[src/rtl/cpu_pkg.sv]
// Shared definitions for the 19-bit CPU: instruction field positions, opcodes,
// sequencer state encoding and the illegal-opcode classifier.
package cpu_pkg;

    localparam int INSTR_W = 19;
    localparam int OPC_MSB = 18;
    localparam int OPC_LSB = 14;

    localparam logic [4:0] OP_ADD   = 5'b00000;
    localparam logic [4:0] OP_SUB   = 5'b00001;
    localparam logic [4:0] OP_AND   = 5'b00010;
    localparam logic [4:0] OP_OR    = 5'b00011;
    localparam logic [4:0] OP_XOR   = 5'b00100;
    localparam logic [4:0] OP_NOT   = 5'b00101;
    localparam logic [4:0] OP_SHL   = 5'b00110;
    localparam logic [4:0] OP_SHR   = 5'b00111;
    localparam logic [4:0] OP_ADDI  = 5'b01000;
    localparam logic [4:0] OP_MOV   = 5'b01001;
    localparam logic [4:0] OP_LOAD  = 5'b01010;
    localparam logic [4:0] OP_STORE = 5'b01011;
    localparam logic [4:0] OP_HALT  = 5'b11111;

    typedef enum logic [2:0] {
        S_IDLE   = 3'd0,
        S_FETCH  = 3'd1,
        S_DECODE = 3'd2,
        S_EXEC   = 3'd3,
        S_MEM    = 3'd4,
        S_WB     = 3'd5,
        S_HALT   = 3'd6,
        S_FAULT  = 3'd7
    } state_e;

    // Unassigned opcode space sits between STORE and HALT.
    function automatic logic is_illegal(input logic [4:0] opc);
        return (opc >= 5'b01100) && (opc <= 5'b11110);
    endfunction

endpackage

[src/rtl/mem_wait_timer.sv]
// Counts consecutive memory wait cycles; o_expire flags the last permitted
// wait cycle so the sequencer can fault instead of waiting again.
module mem_wait_timer #(
    parameter int MEM_TIMEOUT = 16
) (
    input  logic clk,
    input  logic rst,
    input  logic i_clear,
    input  logic i_count,
    output logic o_expire
);

    localparam int W = $clog2(MEM_TIMEOUT + 1);

    logic [W-1:0] r_count;

    // Expires while the MEM_TIMEOUT-th wait cycle is still unanswered.
    assign o_expire = i_count && (r_count == W'(MEM_TIMEOUT - 1));

    always_ff @(posedge clk) begin
        if (rst || i_clear) begin
            r_count <= '0;
        end else if (i_count) begin
            r_count <= r_count + 1'b1;
        end
    end

endmodule

[src/rtl/cpu_sequencer.sv]
// Multi-cycle instruction sequencer: owns the IR, steps FETCH/DECODE/EXEC/MEM/WB,
// and handles HALT, illegal opcodes, memory-wait timeout and retired counting.
module cpu_sequencer
    import cpu_pkg::*;
#(
    parameter int         MEM_TIMEOUT = 16,
    parameter int         CNT_W       = 16,
    parameter logic [4:0] HALT_OP     = OP_HALT
) (
    input  logic               clk,
    input  logic               rst,
    input  logic               run,
    input  logic [INSTR_W-1:0] instr_in,
    input  logic               mem_ready,
    input  logic               dec_mem_read,
    input  logic               dec_mem_write,
    input  logic               dec_reg_write,
    output logic [INSTR_W-1:0] ir_out,
    output logic               pc_en,
    output logic               ir_load,
    output logic               mem_req,
    output logic               mem_we,
    output logic               addr_sel,
    output logic               mdr_load,
    output logic               rf_we,
    output logic               halted,
    output logic               fault,
    output logic               illegal_seen,
    output logic [CNT_W-1:0]   retired,
    output logic [2:0]         state
);

    state_e             r_state;
    state_e             w_next;
    logic [INSTR_W-1:0] r_ir;
    logic [CNT_W-1:0]   r_retired;
    logic               r_illegal_seen;
    logic [4:0]         w_opc;
    logic               w_illegal;
    logic               w_waiting;
    logic               w_expire;

    assign w_opc     = r_ir[OPC_MSB:OPC_LSB];
    assign w_illegal = is_illegal(w_opc) && (w_opc != HALT_OP);
    assign w_waiting = ((r_state == S_FETCH) || (r_state == S_MEM)) && !mem_ready;

    // Timer stays cleared outside wait cycles, so every FETCH/MEM entry starts at zero.
    mem_wait_timer #(
        .MEM_TIMEOUT(MEM_TIMEOUT)
    ) u_timer (
        .clk     (clk),
        .rst     (rst),
        .i_clear (!w_waiting),
        .i_count (w_waiting),
        .o_expire(w_expire)
    );

    always_comb begin
        w_next = r_state;
        case (r_state)
            S_IDLE:   if (run) w_next = S_FETCH;
            S_FETCH:  if (mem_ready) w_next = S_DECODE;
                      else if (w_expire) w_next = S_FAULT;
            S_DECODE: if (w_opc == HALT_OP) w_next = S_HALT;
                      else if (w_illegal) w_next = S_WB;
                      else if (dec_mem_read && dec_mem_write) w_next = S_FAULT;
                      else w_next = S_EXEC;
            S_EXEC:   w_next = (dec_mem_read || dec_mem_write) ? S_MEM : S_WB;
            S_MEM:    if (mem_ready) w_next = S_WB;
                      else if (w_expire) w_next = S_FAULT;
            S_WB:     w_next = run ? S_FETCH : S_IDLE;
            S_HALT:   w_next = S_HALT;
            S_FAULT:  w_next = S_FAULT;
            default:  w_next = S_IDLE;
        endcase
    end

    always_ff @(posedge clk) begin
        if (rst) begin
            r_state        <= S_IDLE;
            r_ir           <= '0;
            r_retired      <= '0;
            r_illegal_seen <= 1'b0;
        end else begin
            r_state <= w_next;
            if ((r_state == S_FETCH) && mem_ready) r_ir <= instr_in;
            if ((r_state == S_DECODE) && w_illegal) r_illegal_seen <= 1'b1;
            if (r_state == S_WB) r_retired <= r_retired + 1'b1;
        end
    end

    // Strobes are held low while rst is high so nothing commits on the reset edge.
    assign mem_req  = !rst && ((r_state == S_FETCH) || (r_state == S_MEM));
    assign mem_we   = !rst && (r_state == S_MEM) && dec_mem_write;
    assign addr_sel = !rst && (r_state == S_MEM);
    assign ir_load  = !rst && (r_state == S_FETCH) && mem_ready;
    assign mdr_load = !rst && (r_state == S_MEM) && mem_ready && !dec_mem_write;
    assign pc_en    = !rst && (r_state == S_WB);
    assign rf_we    = !rst && (r_state == S_WB) && dec_reg_write && !w_illegal;
    assign halted   = (r_state == S_HALT);
    assign fault    = (r_state == S_FAULT);

    assign ir_out       = r_ir;
    assign illegal_seen = r_illegal_seen;
    assign retired      = r_retired;
    assign state        = r_state;

endmodule

[config.mk]
export PLATFORM = sky130hd
export DESIGN_NAME = cpu_sequencer
export DESIGN_NICKNAME = d
export VERILOG_FILES = /design/src/rtl/cpu_pkg.sv /design/src/rtl/mem_wait_timer.sv /design/src/rtl/cpu_sequencer.sv
export SDC_FILE = /design/constraint.sdc
export NUM_CORES = 1
export LEC_CHECK = 0
export ABC_AREA = 1
export CAP_MARGIN = 20
export CORE_MARGIN = 2
export CORE_UTILIZATION = 33
export DETAILED_ROUTE_END_ITERATION = 10
export GPL_TIMING_DRIVEN = 0
export SLEW_MARGIN = 40
export SYNTH_ARGS = -nofsm -noshare
export SYNTH_HDL_FRONTEND = slang
export SYNTH_HIERARCHICAL = 1
export SYNTH_SLANG_ARGS = --single-unit
[constraint.sdc]
create_clock -name clk -period 1.81 [get_ports clk]
set_input_delay 0.2715 -clock clk [delete_from_list [all_inputs] [get_ports clk]]
set_output_delay 0.2715 -clock clk [all_outputs]
set_load 0.02 [all_outputs]
==> flow_metrics.py <==
metrics = {
    "timing": {
        "final-setup-viol-count": 0,
        "setup_ws_ns": 0.0886,
        "worst_clock_skew_ns": 0.00947,
        "rsz0062_at_grt": "true",
        "final-max-slew-violation-count": 0,
        "hold_violations": 0,
        "worst_pin_slew_ns": 0.394,
        "fin_crit_ns": 1.72,
        "slew-limit-headroom": 0.737,
        "hold_ws_ns": 0.452,
        "max_freq_mhz": 581,
        "period_share": 0.951,
    },
    "synthesis": {
        "synth_edf_count": 0,
        "synth_top_area_frac": 0.426,
        "yosysTopAreaCell": "dfxtp_1",
        "synth_area_leaders": "dfxtp_1 43%, nor2_1 13%, o21ai_0 7.3%, nand2_1 7.1%, inv_1 6.0%",
        "yosys.area_share.simple": 0.330,
        "muxShareOfSynthArea": 0,
        "synth_seq_cells": 44,
        "synth_nets": 319,
        "synth_top_cells_by_count": "69 x nor2_1, 44 x dfxtp_1, 39 x nand2_1, 33 x inv_1, 30 x o21ai_0",
        "yosysSeqAreaShare": 0.426,
        "synthCells": 290,
        "synth-xor-area-share": 0.0127,
        "syn-cell-area_um2": 2070,
        "synthAdderAreaFrac": 0.0181,
        "synth_compound_area_frac": 0.123,
        "synthDistinctLibCells": 30,
        "async_flop_share": 0,
        "ys.warnings.count": 6,
        "synth_top_family_by_area": "simple AND/OR/NAND/NOR gates",
        "synth_most_common_cell": "nor2_1",
        "avgSynthCellArea_um2": 7.14,
        "yosys_most_used_dff": "dfxtp_1",
    },
    "worst_setup_path": {
        "startpoint_type": "input port",
        "r2r-start": "state[2]",
        "cp.required_ns": 1.54,
        "ff2ff_path_depth": 14,
        "r2r_slack_ns": 0.16,
        "r2r_end": "state[1]",
        "crit_arrival_ns": 1.45,
        "crit_path_end_kind": "primary output",
        "path_max_fanout": 10,
        "critical_path_class": "in -> out",
    },
    "cells_and_area": {
        "drive_above_1_share": 0.126,
        "antenna_cells": 0,
        "fin_nets": 402,
        "synthToLayoutAreaGrowth_pct": 48.7,
    },
    "die": {
        "core_area_um2": 5990,
        "dieArea_um2": 6920,
        "die-width_um": 83.2,
        "core.rowCount": 28,
        "die_height_um": 83.2,
        "ioPinCount": 74,
        "initial_core_util": 0.345,
    },
    "clock_tree": {
        "cts.path.max_buffers": 2,
        "clk_pin_slew_ns": 0.08,
        "cts_hold_buf": 0,
        "clock_sinks": 44,
        "cts_buffers": 5,
        "cts-root-buf": "clkbuf_8",
        "cts_tree": "built",
        "clk_latency_ns": 0.30,
        "cts-htree-levels": 2,
    },
    "job": {
        "maxCapViolCount": 0,
    },
    "drt": {
        "firstDrtPassIters": 4,
        "wl_met2_um": 2380,
        "drt_drc_violations_left": 0,
        "ant_nets": 0,
        "drtIter0Drc": 91,
        "vias": 2067,
        "wl_per_cell_um": 11.6,
        "highest_layer": "met4",
        "met3_length_um": 327,
        "wl_met1_um": 2420,
        "wl_um": 5200,
        "vias_per_cell": 4.60,
    },
    "placement": {
        "gp_congestion": 0.766,
        "pre_cts_slack_ns": -0.640,
        "portBuffers": 73,
        "hpwl_um": 3960,
    },
    "hold_path": {
        "worstHoldPathCells": 2,
        "hold_path.class": "reg -> reg",
        "hold_path.startpoint": "illegal_seen",
        "holdPathEnd": "illegal_seen",
    },
    "global_route": {
        "grt_pass1_wl_um": 8590,
        "antenna_found_initial": 0,
        "grt_max_degree": 14,
        "overflow": 0,
        "grt_pass1_vias": 1858,
        "track_usage": 0.151,
    },
    "power_and_ir_drop": {
        "power_density_nw_per_um2": 826,
        "total_power_mw": 2.54,
        "peakVddDrop_mv": 0.493,
        "p_leak_nw": 1.28,
    },
    "status": {
        "status": "finished, final reports clean",
    },
}
[worst max path at each step]
| stage | start | endpoint | slack, ns | cells after the start |
|---|---|---|---|---|
| floorplan | state[1] | state[1] | 0.07 | 14 |
| global placement | rst | addr_sel | -0.64 | 5 |
| detailed placement | rst | mem_we | -0.64 | 6 |
| CTS | ir_out[17] | rf_we | 0.0005 | 7 |
| global route | state[2] | state[1] | -0.03 | 14 |
| finish | rst | addr_sel | 0.09 | 5 |
[flip-flops by register name, summed over array words and instances (netlist names)]
name and cells:
ir_out 19, retired 16, u_timer/r_count 5, state 3, illegal_seen 1
[per-layer routing]
metal	global-route usage	vias up
met5	0	-
met4	0.0537	0
met3	0.0447	6
met2	0.249	52
met1	0.187	914
li1	-	1095
[cells by family (layout without fill, tap and decap cells)]
logic type | count (synthesis) | after routing
simple gates | 147 | 147
xor+xnor | 3 | 3
flops | 44 | 44
compound gates | 49 | 49
buf+inv | 44 | 128
fa+ha+maj | 3 | 3
[power breakdown]
| group | leakage (nW) | internal (mW) | switching [mW] |
|---|---|---|---|
| registers | 0.359 | 1.04 | 0.0671 |
| logic | 0.864 | 0.318 | 0.371 |
| clock network | 0.0552 | 0.410 | 0.334 |
| total | 1.28 | 1.77 | 0.771 |
[layout by cell type (no fill, tap or decap), drive strengths merged, types with 2 or more instances in the layout]
master and instances:
xor2 3, dfxtp 44, nand4 3, nor2 73, o21ai 30, a21oi 15, ha 3, buf 14
and3 2, nand2 41, clkbuf 9, nor3 9, inv 33, clkdlybuf4s50 63, nand3 13, nor3b 3
clkinv 2, nor4 2, dlygate4sd2 3
[final cells by class]
class | count | area, um2
repair buffers | 78 | 752
plain buffers | 7 | 61.3
clock buffers | 6 | 72.6
fillers | 625 | 2910
well taps | 75 | 93.8
inverters | 35 | 139
multi-input cells | 202 | 1030
flip-flops and latches | 44 | 892
clock inverters | 2 | 35.0
[critical path, cell delays in order]
cell and delay, ns:
clkdlybuf4s50_1 0.51, buf_6 0.17, clkbuf_8 0.19, nor2_1 0.05, clkdlybuf4s15_2 0.25
[per-stage QoR]
| stage | instance area (um2) | setup TNS [ns] | util | instances |
|---|---|---|---|---|
| 4_1_cts | 3080 | 0 | 0.513 | 449 |
| 3_5_place_dp | 2900 | -4.18 | 0.485 | 438 |
| 5_1_grt | 3080 | -0.0802 | 0.514 | 449 |
| 2_1_floorplan | 2080 | 0 | - | 290 |
| 3_3_place_gp | 2900 | -4.07 | 0.485 | 438 |
| 6_report | 3080 | 0 | 0.514 | 449 |
[timing repair]
item	in CTS	in global routing
pin swaps	2	1
resized for setup	39	12
endpoints found under the setup margin	12	14
setup buffers	4	1
No activity file was read; power rests on OpenSTA's default activity.
